[src/rtl/breath_pkg.sv]
// Shared definitions for the breathing duty-cycle generator: state codes,
// the FSM state type built on them, and the 12 MHz default step divider.
package breath_pkg;

    localparam logic [1:0] ST_HOLD_LOW  = 2'd0;
    localparam logic [1:0] ST_RAMP_UP   = 2'd1;
    localparam logic [1:0] ST_HOLD_HIGH = 2'd2;
    localparam logic [1:0] ST_RAMP_DOWN = 2'd3;

    typedef enum logic [1:0] {
        HOLD_LOW  = ST_HOLD_LOW,
        RAMP_UP   = ST_RAMP_UP,
        HOLD_HIGH = ST_HOLD_HIGH,
        RAMP_DOWN = ST_RAMP_DOWN
    } breath_state_t;

    // 46875 clks per step gives 256 steps in about 1 s at 12 MHz.
    localparam int DEFAULT_STEP_DIV = 46875;

endpackage

[src/rtl/tick_divider.sv]
// Enable-gated prescaler producing a one-clk tick every DIV enabled clks.
// Reusable for the LED blink dividers.
module tick_divider #(
    parameter int DIV = 4
) (
    input  logic clk,
    input  logic rst,
    input  logic en,
    input  logic clr,
    output logic tick
);

    localparam int CW = (DIV > 2) ? $clog2(DIV) : 1;
    localparam logic [CW-1:0] LAST = CW'(DIV - 1);

    logic [CW-1:0] cnt;

    // A held count produces no tick, so a pending tick waits for en.
    assign tick = en && (cnt == LAST);

    // Count 0..DIV-1 while enabled; clr returns to 0 regardless of en.
    always_ff @(posedge clk or posedge rst) begin
        // NOTE: sequential state uses non-blocking assignments so every
        // register samples pre-edge values, independent of block ordering.
        if (rst) begin
            cnt <= '0;
        end else if (clr) begin
            cnt <= '0;
        end else if (en) begin
            cnt <= tick ? '0 : cnt + 1'b1;
        end
    end

endmodule

[src/rtl/breath_duty_gen.sv]
// Breathing-envelope duty source: ramp up, hold, ramp down, hold, one level
// step per prescaler tick, with an optional squared (gamma) output curve.
module breath_duty_gen
    import breath_pkg::*;
#(
    parameter int WIDTH      = 8,
    parameter int STEP_DIV   = DEFAULT_STEP_DIV,
    parameter int HOLD_STEPS = 32,
    parameter int GAMMA      = 1
) (
    input  logic             clk,
    input  logic             rst,
    input  logic             en,
    input  logic             restart,
    output logic [WIDTH-1:0] duty,
    output logic [1:0]       phase,
    output logic             cycle_done
);

    localparam int HW = (HOLD_STEPS > 2) ? $clog2(HOLD_STEPS) : 1;
    localparam logic [HW-1:0]    HOLD_LAST = HW'(HOLD_STEPS - 1);
    localparam logic [WIDTH-1:0] LVL_MAX   = '1;

    breath_state_t      state_q, state_d;
    logic [WIDTH-1:0]   level_q, level_d;
    logic [HW-1:0]      hold_q, hold_d;
    logic               done_d;
    logic               tick;
    logic [WIDTH-1:0]   duty_q, duty_map;
    logic [2*WIDTH-1:0] level_sq;

    tick_divider #(
        .DIV (STEP_DIV)
    ) u_tick_divider (
        .clk  (clk),
        .rst  (rst),
        .en   (en),
        .clr  (restart),
        .tick (tick)
    );

    // Next-state, level and hold counting; the FSM moves only on tick.
    always_comb begin
        // NOTE: every output of this block gets a default first, so no path
        // leaves a signal unassigned and no latch is inferred.
        state_d = state_q;
        level_d = level_q;
        hold_d  = hold_q;
        done_d  = 1'b0;
        if (restart) begin
            state_d = RAMP_UP;
            level_d = '0;
            hold_d  = '0;
        end else if (tick) begin
            unique case (state_q)
                RAMP_UP: begin
                    if (level_q == LVL_MAX) begin
                        state_d = HOLD_HIGH;
                        hold_d  = '0;
                    end else begin
                        level_d = level_q + 1'b1;
                    end
                end
                HOLD_HIGH: begin
                    if (hold_q == HOLD_LAST) begin
                        state_d = RAMP_DOWN;
                        hold_d  = '0;
                    end else begin
                        hold_d = hold_q + 1'b1;
                    end
                end
                RAMP_DOWN: begin
                    if (level_q == '0) begin
                        state_d = HOLD_LOW;
                        hold_d  = '0;
                    end else begin
                        level_d = level_q - 1'b1;
                    end
                end
                HOLD_LOW: begin
                    if (hold_q == HOLD_LAST) begin
                        state_d = RAMP_UP;
                        hold_d  = '0;
                        done_d  = 1'b1;
                    end else begin
                        hold_d = hold_q + 1'b1;
                    end
                end
                default: state_d = RAMP_UP;
            endcase
        end
    end

    // State, level and hold registers plus the end-of-breath pulse.
    always_ff @(posedge clk or posedge rst) begin
        if (rst) begin
            state_q    <= RAMP_UP;
            level_q    <= '0;
            hold_q     <= '0;
            cycle_done <= 1'b0;
        end else begin
            state_q    <= state_d;
            level_q    <= level_d;
            hold_q     <= hold_d;
            cycle_done <= done_d;
        end
    end

    // Full-width square; the upper half is level^2 / 2^WIDTH.
    assign level_sq = (2*WIDTH)'(level_q) * (2*WIDTH)'(level_q);
    assign duty_map = (GAMMA != 0) ? level_sq[2*WIDTH-1:WIDTH] : level_q;

    // Duty trails level by one clk and freezes with en.
    always_ff @(posedge clk or posedge rst) begin
        if (rst) begin
            duty_q <= '0;
        end else if (en) begin
            duty_q <= duty_map;
        end
    end

    assign duty  = duty_q;
    assign phase = state_q;

endmodule
[config.mk]
export PLATFORM = sky130hd
export DESIGN_NAME = breath_duty_gen
export DESIGN_NICKNAME = d
export VERILOG_FILES = /design/src/rtl/breath_pkg.sv /design/src/rtl/tick_divider.sv /design/src/rtl/breath_duty_gen.sv
export SDC_FILE = /design/constraint.sdc
export NUM_CORES = 1
export LEC_CHECK = 0
export CAP_MARGIN = 20
export CORE_UTILIZATION = 55
export CTS_CLUSTER_SIZE = 24
export DETAILED_ROUTE_END_ITERATION = 6
export GPL_TIMING_DRIVEN = 0
export HOLD_SLACK_MARGIN = 0.02
export PLACE_DENSITY = 0.69
export SLEW_MARGIN = 0
export SYNTH_ARGS = -nofsm -noshare
export SYNTH_HDL_FRONTEND = slang
export SYNTH_SLANG_ARGS = --single-unit
[constraint.sdc]
create_clock -name clk -period 10.41 [get_ports clk]
set_input_delay 2.082 -clock clk [delete_from_list [all_inputs] [get_ports clk]]
set_output_delay 2.082 -clock clk [all_outputs]
set_load 0.005 [all_outputs]
==> results.py, run 1 <==
metrics = {
    "synth": {
        "netlist_instances": 428,
        "avgSynthCellArea_sq_um": 9.16,
        "synth.distinct_cells": 63,
        "synthArstFlopShare": 1.00,
        "syn_area_sq_um": 3920,
        "ys.warnings.count": 0,
        "synth-main-ff-cell": "dfrtp_1",
        "synth_top_cell_area_share": 0.249,
        "yosysTopAreaCell": "dfrtp_1",
        "synth_edf_count": 0,
        "ys_seq_elements": 40,
        "synth_area_leaders": "dfrtp_1 25%, ha_1 14%, fa_1 13%",
        "seq_area_frac_synth": 0.256,
        "syn_nets": 501,
    },
    "finish": {
        "final_common_cell": "inv_1",
        "fillCellCount": 615,
        "area_growth_syn_to_layout_pct": 8.87,
        "drive_above_1_share": 0.0535,
        "diodes": 0,
        "seq_area_sq_um": 1000,
        "layout.cells.most_common_list": "50 x inv_1, 44 x ha_1, 39 x dfrtp_1",
        "fin_nets": 521,
        "layout.cells.non_filler": 545,
        "fin_util": 0.625,
        "multi_input_area_sq_um": 2680,
        "final_area_sq_um": 4270,
    },
    "clocking": {
        "cts_buffer_depth": 2,
        "postCtsSetupBuffers": 0,
        "root_buffer": "clkbuf_8",
        "cts_hold_buf": 0,
        "cts_tree": "yes",
        "cts_buffers": 5,
        "cts_resized": 0,
        "insertion_delay_ps": 300,
        "clk_transition_reported_paths_ps": 90,
        "htreeDepth": 2,
        "clock_sinks": 40,
    },
    "job": {
        "maxCapViolCount": 0,
    },
    "worst_setup_path": {
        "r2r_cells": 15,
        "worstPathRequired_ps": 10600,
        "r2r-end": "duty[4]$_DFFE_PP0P_",
        "crit_path_frequent_cell": "fa_1",
        "critPathSlowestCell": "fa_1",
        "rr_startpoint": "level_q[5]$_DFFE_PP0P_",
        "path_class": "register to register",
        "reg2reg_slack_ps": 5400,
        "slowest_delay_ps": 550,
        "crit_path_cell_trace": "clkbuf_1 > inv_1 > nor2_1 > fa_1 > fa_1 > inv_1 > fa_1 > fa_1 > inv_1 > ha_1 > a21o_1 > a21oi_1 > o221ai_1 > xor2_1 > mux2_2",
        "end_kind": "register",
        "worstPathMaxFanout": 10,
        "critPathBufInv": 4,
        "cp-start-kind": "register",
        "critPathArrivalTime_ps": 5200,
        "crit_family": "adder cells",
        "startpoint": "level_q[5]$_DFFE_PP0P_",
    },
    "min_path": {
        "holdPathStages": 1,
        "whs_endpoint": "duty[4]$_DFFE_PP0P_",
        "min_from": "duty[4]$_DFFE_PP0P_",
        "hold_path.class": "register to register",
    },
    "global_route": {
        "grt_pass1_vias": 2943,
        "grt_max_degree": 41,
        "grt_antenna_before_repair": 0,
        "grt_pass1_wl_um": 13400,
        "grt_overflow_total": 0,
        "grt_usage": 0.228,
    },
    "power": {
        "cellPowerDensity_nw_per_um2": 66.6,
        "finalPower_mw": 0.284,
        "p_leak_nw": 2.08,
        "ir_drop_mv": 0.0584,
    },
    "timing": {
        "holdWs_ps": 510,
        "worst_slew_pin_slew_ps": 863,
        "setup_slack_ps": 5400,
        "fin_tns_setup_ps": 0,
        "setup_viol": 0,
        "rsz0062_at_grt": "no",
        "min_period_over_period": 0.481,
        "slew_viol_final": 0,
        "hold_viol": 0,
        "max_freq_mhz": 200,
        "period_minus_slack_ps": 5010,
        "worst_clock_skew_ps": 4.26,
        "relSlewSlack": 0.424,
    },
    "place": {
        "dp_slack_ps": 5420,
        "port_buffers": 13,
        "dp_hpwl_um": 5890,
        "dp.cells": 537,
        "place_area_sq_um": 4170,
        "place.gp.congestion": 0.821,
    },
    "detailed_routing": {
        "first_pass_iters": 5,
        "detail_route.vias_per_cell": 5.52,
        "dr_total_vias": 3006,
        "drtAntennaViolNets": 0,
        "drc": 0,
        "routed_wl_um": 7680,
        "wl_per_cell_um": 14.1,
        "drt-initial-drc-count": 135,
    },
    "status": {
        "status": "finished clean",
    },
    "die": {
        "start_util": 0.574,
        "fp.dieArea_sq_um": 7470,
        "core.rowCount": 30,
        "pin_count": 15,
        "die_width_um": 86.5,
        "die_h_um": 86.5,
        "core_sq_um": 6830,
    },
}
[how the worst max path moves through the flow]
stage,end,slack [ps],cells past startpoint
3_3_place_gp,duty[4]$_DFFE_PP0P_,5500,15
3_5_place_dp,duty[4]$_DFFE_PP0P_,5420,15
2_1_floorplan,duty[4]$_DFFE_PP0P_,5950,15
4_1_cts,duty[4]$_DFFE_PP0P_,5390,15
6_report,duty[4]$_DFFE_PP0P_,5400,15
5_1_grt,duty[4]$_DFFE_PP0P_,5090,15
[power breakdown]
part	switching, mW	total [mW]	internal (mW)
registers	0.000904	0.157	0.156
clock network	0.0617	0.115	0.0538
logic	0.00895	0.0121	0.00318
[area by class of cell]
type / instances / share of cell area
plain buffers: 14 / 0.0126
clock buffers: 6 / 0.0193
clock inverters: 2 / 0.00352
inverters: 51 / 0.0448
multi-input cells: 323 / 0.626
flip-flops and latches: 40 / 0.235
well taps: 96 / 0.0281
repair buffers: 13 / 0.0305
[registers in the layout, indices dropped and copies added, names as in the netlist]
register / cells
cycle_done: 1
u_tick_divider.cnt: 16
level_q: 8
phase: 2
hold_q: 5
duty: 8
[routing by layer]
| layer | share of wire | track usage |
|---|---|---|
| met2 | 0.49 | 0.391 |
| met1 | 0.48 | 0.300 |
| met4 | 0.011 | 0.0667 |
| met5 | 0 | 0 |
| met3 | 0.018 | 0.0324 |
[Yosys cell counts (all sizes together), types with 3 or more instances]
cell    instances
nor3            7
nand3b          6
clkbuf         12
xnor2          13
and2           22
mux2i           3
or4             3
o211ai          3
xor2           15
and4            3
nand2          29
nor2b           3
nand3          13
nor4            5
fa             25
and3            6
nand4           9
ha             44
a22o            5
mux2            5
nor2           38
dfrtp          39
o21ai           9
a211oi          3
a21oi          20
inv            51
nand2b          3
[cell families after synthesis]
group | synth area share
AND/OR/NAND/NOR | 0.224
adder cells (fa/ha/maj) | 0.268
buffers and inverters | 0.0625
AO/OA/AOI/OAI | 0.106
flip-flops | 0.256
XOR/XNOR | 0.0625
multiplexers | 0.0220
[worst register-to-register path: stages (launching register included)]
cell	delay (ps)
dfrtp_1	380
clkbuf_1	400
inv_1	200
nor2_1	230
fa_1	470
fa_1	540
inv_1	50
fa_1	510
fa_1	550
inv_1	40
ha_1	360
a21o_1	200
a21oi_1	250
o221ai_1	250
xor2_1	190
mux2_2	270
No activity file was read; power rests on OpenSTA's default activity.
==> run 2: changes to the inputs <==
clock period = 5.2 ns   (was 10.41 ns; I/O delays follow)
==> run 2 against run 1 <==
Sequential power is 100% higher; power is 100% higher; maximum frequency is 4.4% higher; wire length is 0.35% lower.
==> results.py, run 2 (same netlist as run 1, synthesis figures left out) <==
metrics = {
    "place": {
        "port_buffers": 13,
        "place_area_sq_um": 4170,
        "dp_hpwl_um": 5890,
        "place.gp.congestion": 0.821,
        "dp.cells": 537,
        "dp_slack_ps": 210,
    },
    "global_route": {
        "grt_usage": 0.228,
        "grt_pass1_wl_um": 13400,
        "grt_antenna_before_repair": 0,
        "grt_max_degree": 41,
        "grt_overflow_total": 0,
        "grt_pass1_vias": 2943,
    },
    "worst_setup_path": {
        "worstPathRequired_ps": 5390,
        "end_kind": "register",
        "cp-start-kind": "register",
        "critPathArrivalTime_ps": 4990,
        "path_class": "register to register",
        "worstPathMaxFanout": 10,
        "slowest_delay_ps": 550,
        "r2r_cells": 14,
        "reg2reg_slack_ps": 400,
        "r2r-end": "duty[4]$_DFFE_PP0P_",
        "crit_path_cell_trace": "clkbuf_1 > and2_1 > fa_1 > fa_1 > inv_1 > fa_1 > fa_1 > inv_1 > ha_1 > a21o_1 > a21oi_1 > o221ai_1 > xor2_1 > mux2_2",
        "crit_path_frequent_cell": "fa_1",
        "rr_startpoint": "level_q[1]$_DFFE_PP0P_",
        "critPathSlowestCell": "fa_1",
    },
    "min_path": {
        "min_from": "duty[4]$_DFFE_PP0P_",
        "hold_path.class": "register to register",
        "whs_endpoint": "duty[4]$_DFFE_PP0P_",
        "holdPathStages": 1,
    },
    "timing": {
        "worst_slew_pin_slew_ps": 858,
        "period_minus_slack_ps": 4800,
        "fin_tns_setup_ps": 0,
        "worst_clock_skew_ps": 3.86,
        "min_period_over_period": 0.923,
        "hold_viol": 0,
        "setup_slack_ps": 402,
        "relSlewSlack": 0.427,
        "slew_viol_final": 0,
        "rsz0062_at_grt": "no",
        "setup_viol": 0,
        "max_freq_mhz": 208,
    },
    "job": {
        "maxCapViolCount": 0,
    },
    "die": {
        "pin_count": 15,
        "core.rowCount": 30,
        "die_h_um": 86.5,
        "start_util": 0.574,
        "die_width_um": 86.5,
        "core_sq_um": 6830,
        "fp.dieArea_sq_um": 7470,
    },
    "finish": {
        "seq_area_sq_um": 1000,
        "area_growth_syn_to_layout_pct": 8.90,
        "final_area_sq_um": 4270,
        "layout.cells.non_filler": 545,
        "diodes": 0,
        "fin_nets": 521,
        "layout.cells.most_common_list": "50 x inv_1, 44 x ha_1, 39 x dfrtp_1",
        "largest_register": "u_tick_divider.cnt",
        "multi_input_area_sq_um": 2680,
        "final_common_cell": "inv_1",
        "fillCellCount": 614,
        "fin_util": 0.625,
        "largest_reg_flops": 16,
        "drive_above_1_share": 0.0557,
    },
    "power": {
        "p_leak_nw": 2.08,
        "ir_drop_mv": 0.117,
        "cellPowerDensity_nw_per_um2": 133,
    },
    "clocking": {
        "clk_transition_reported_paths_ps": 80,
        "cts_hold_buf": 0,
        "insertion_delay_ps": 300,
        "postCtsSetupBuffers": 0,
        "clock_sinks": 40,
        "cts_buffers": 5,
        "cts_buffer_depth": 2,
        "cts_resized": 0,
        "htreeDepth": 2,
        "cts_tree": "yes",
        "root_buffer": "clkbuf_8",
    },
    "detailed_routing": {
        "drtAntennaViolNets": 0,
        "detail_route.vias_per_cell": 5.48,
        "drc": 0,
        "wl_per_cell_um": 14.0,
        "routed_wl_um": 7650,
        "drt-initial-drc-count": 141,
        "first_pass_iters": 4,
        "dr_total_vias": 2988,
    },
    "status": {
        "status": "finished clean",
    },
}
[run 2: cell counts in the layout (fill, tap and decap cells not counted)]
Identical to the previous run, type by type.
[run 2: how the worst max path moves through the flow]
stage / startpoint / end / slack, ps / depth (start not counted)
final: level_q[1]$_DFFE_PP0P_ / duty[4]$_DFFE_PP0P_ / 400 / 14
after global routing: level_q[5]$_DFFE_PP0P_ / duty[4]$_DFFE_PP0P_ / 120 / 15
after CTS: level_q[5]$_DFFE_PP0P_ / duty[4]$_DFFE_PP0P_ / 180 / 15
after detailed placement: level_q[5]$_DFFE_PP0P_ / duty[4]$_DFFE_PP0P_ / 210 / 15
after global placement: level_q[5]$_DFFE_PP0P_ / duty[4]$_DFFE_PP0P_ / 290 / 15
after floorplan: level_q[5]$_DFFE_PP0P_ / duty[4]$_DFFE_PP0P_ / 740 / 15
[run 2: layout make-up]
type / count / area share
well taps: 96 / 0.0281
plain buffers: 14 / 0.0129
clock inverters: 2 / 0.00351
repair buffers: 13 / 0.0305
multi-input cells: 323 / 0.626
flip-flops and latches: 40 / 0.235
clock buffers: 6 / 0.0193
inverters: 51 / 0.0448
[run 2: power breakdown]
group | leakage, nW | internal (mW) | switching, mW
Clock | 0.0434 | 0.108 | 0.123
Combinational | 1.48 | 0.00637 | 0.0179
Sequential | 0.554 | 0.312 | 0.00182
[run 2: critical path: cells and delay by family, from the launching register on]
family,cells,cell delay [ps]
muxes,1,270
xor gates and xnor gates,1,190
DFF,1,460
and+or+nand+nor,1,260
buffers and inverters,3,420
AOI/OAI and AO/OA,3,700
adders and majority gates,5,2390
[run 2: layer usage]
layer / routed length (um) / part of all wire / track usage / vias up
li1: - / - / - / 1500
met1: 3670 / 0.48 / 0.300 / 1452
met2: 3780 / 0.49 / 0.391 / 29
met3: 131 / 0.017 / 0.0324 / 7
met4: 75 / 0.0098 / 0.0667 / 0
met5: 0 / 0 / 0 / -
[run 2: through the flow]
stage	power [mW]	hold WS [ps]
finish	0.568	510
global route	0.591	538
CTS	0.578	516
detailed placement	0.345	496
global placement	0.344	489
floorplan	0.336	502
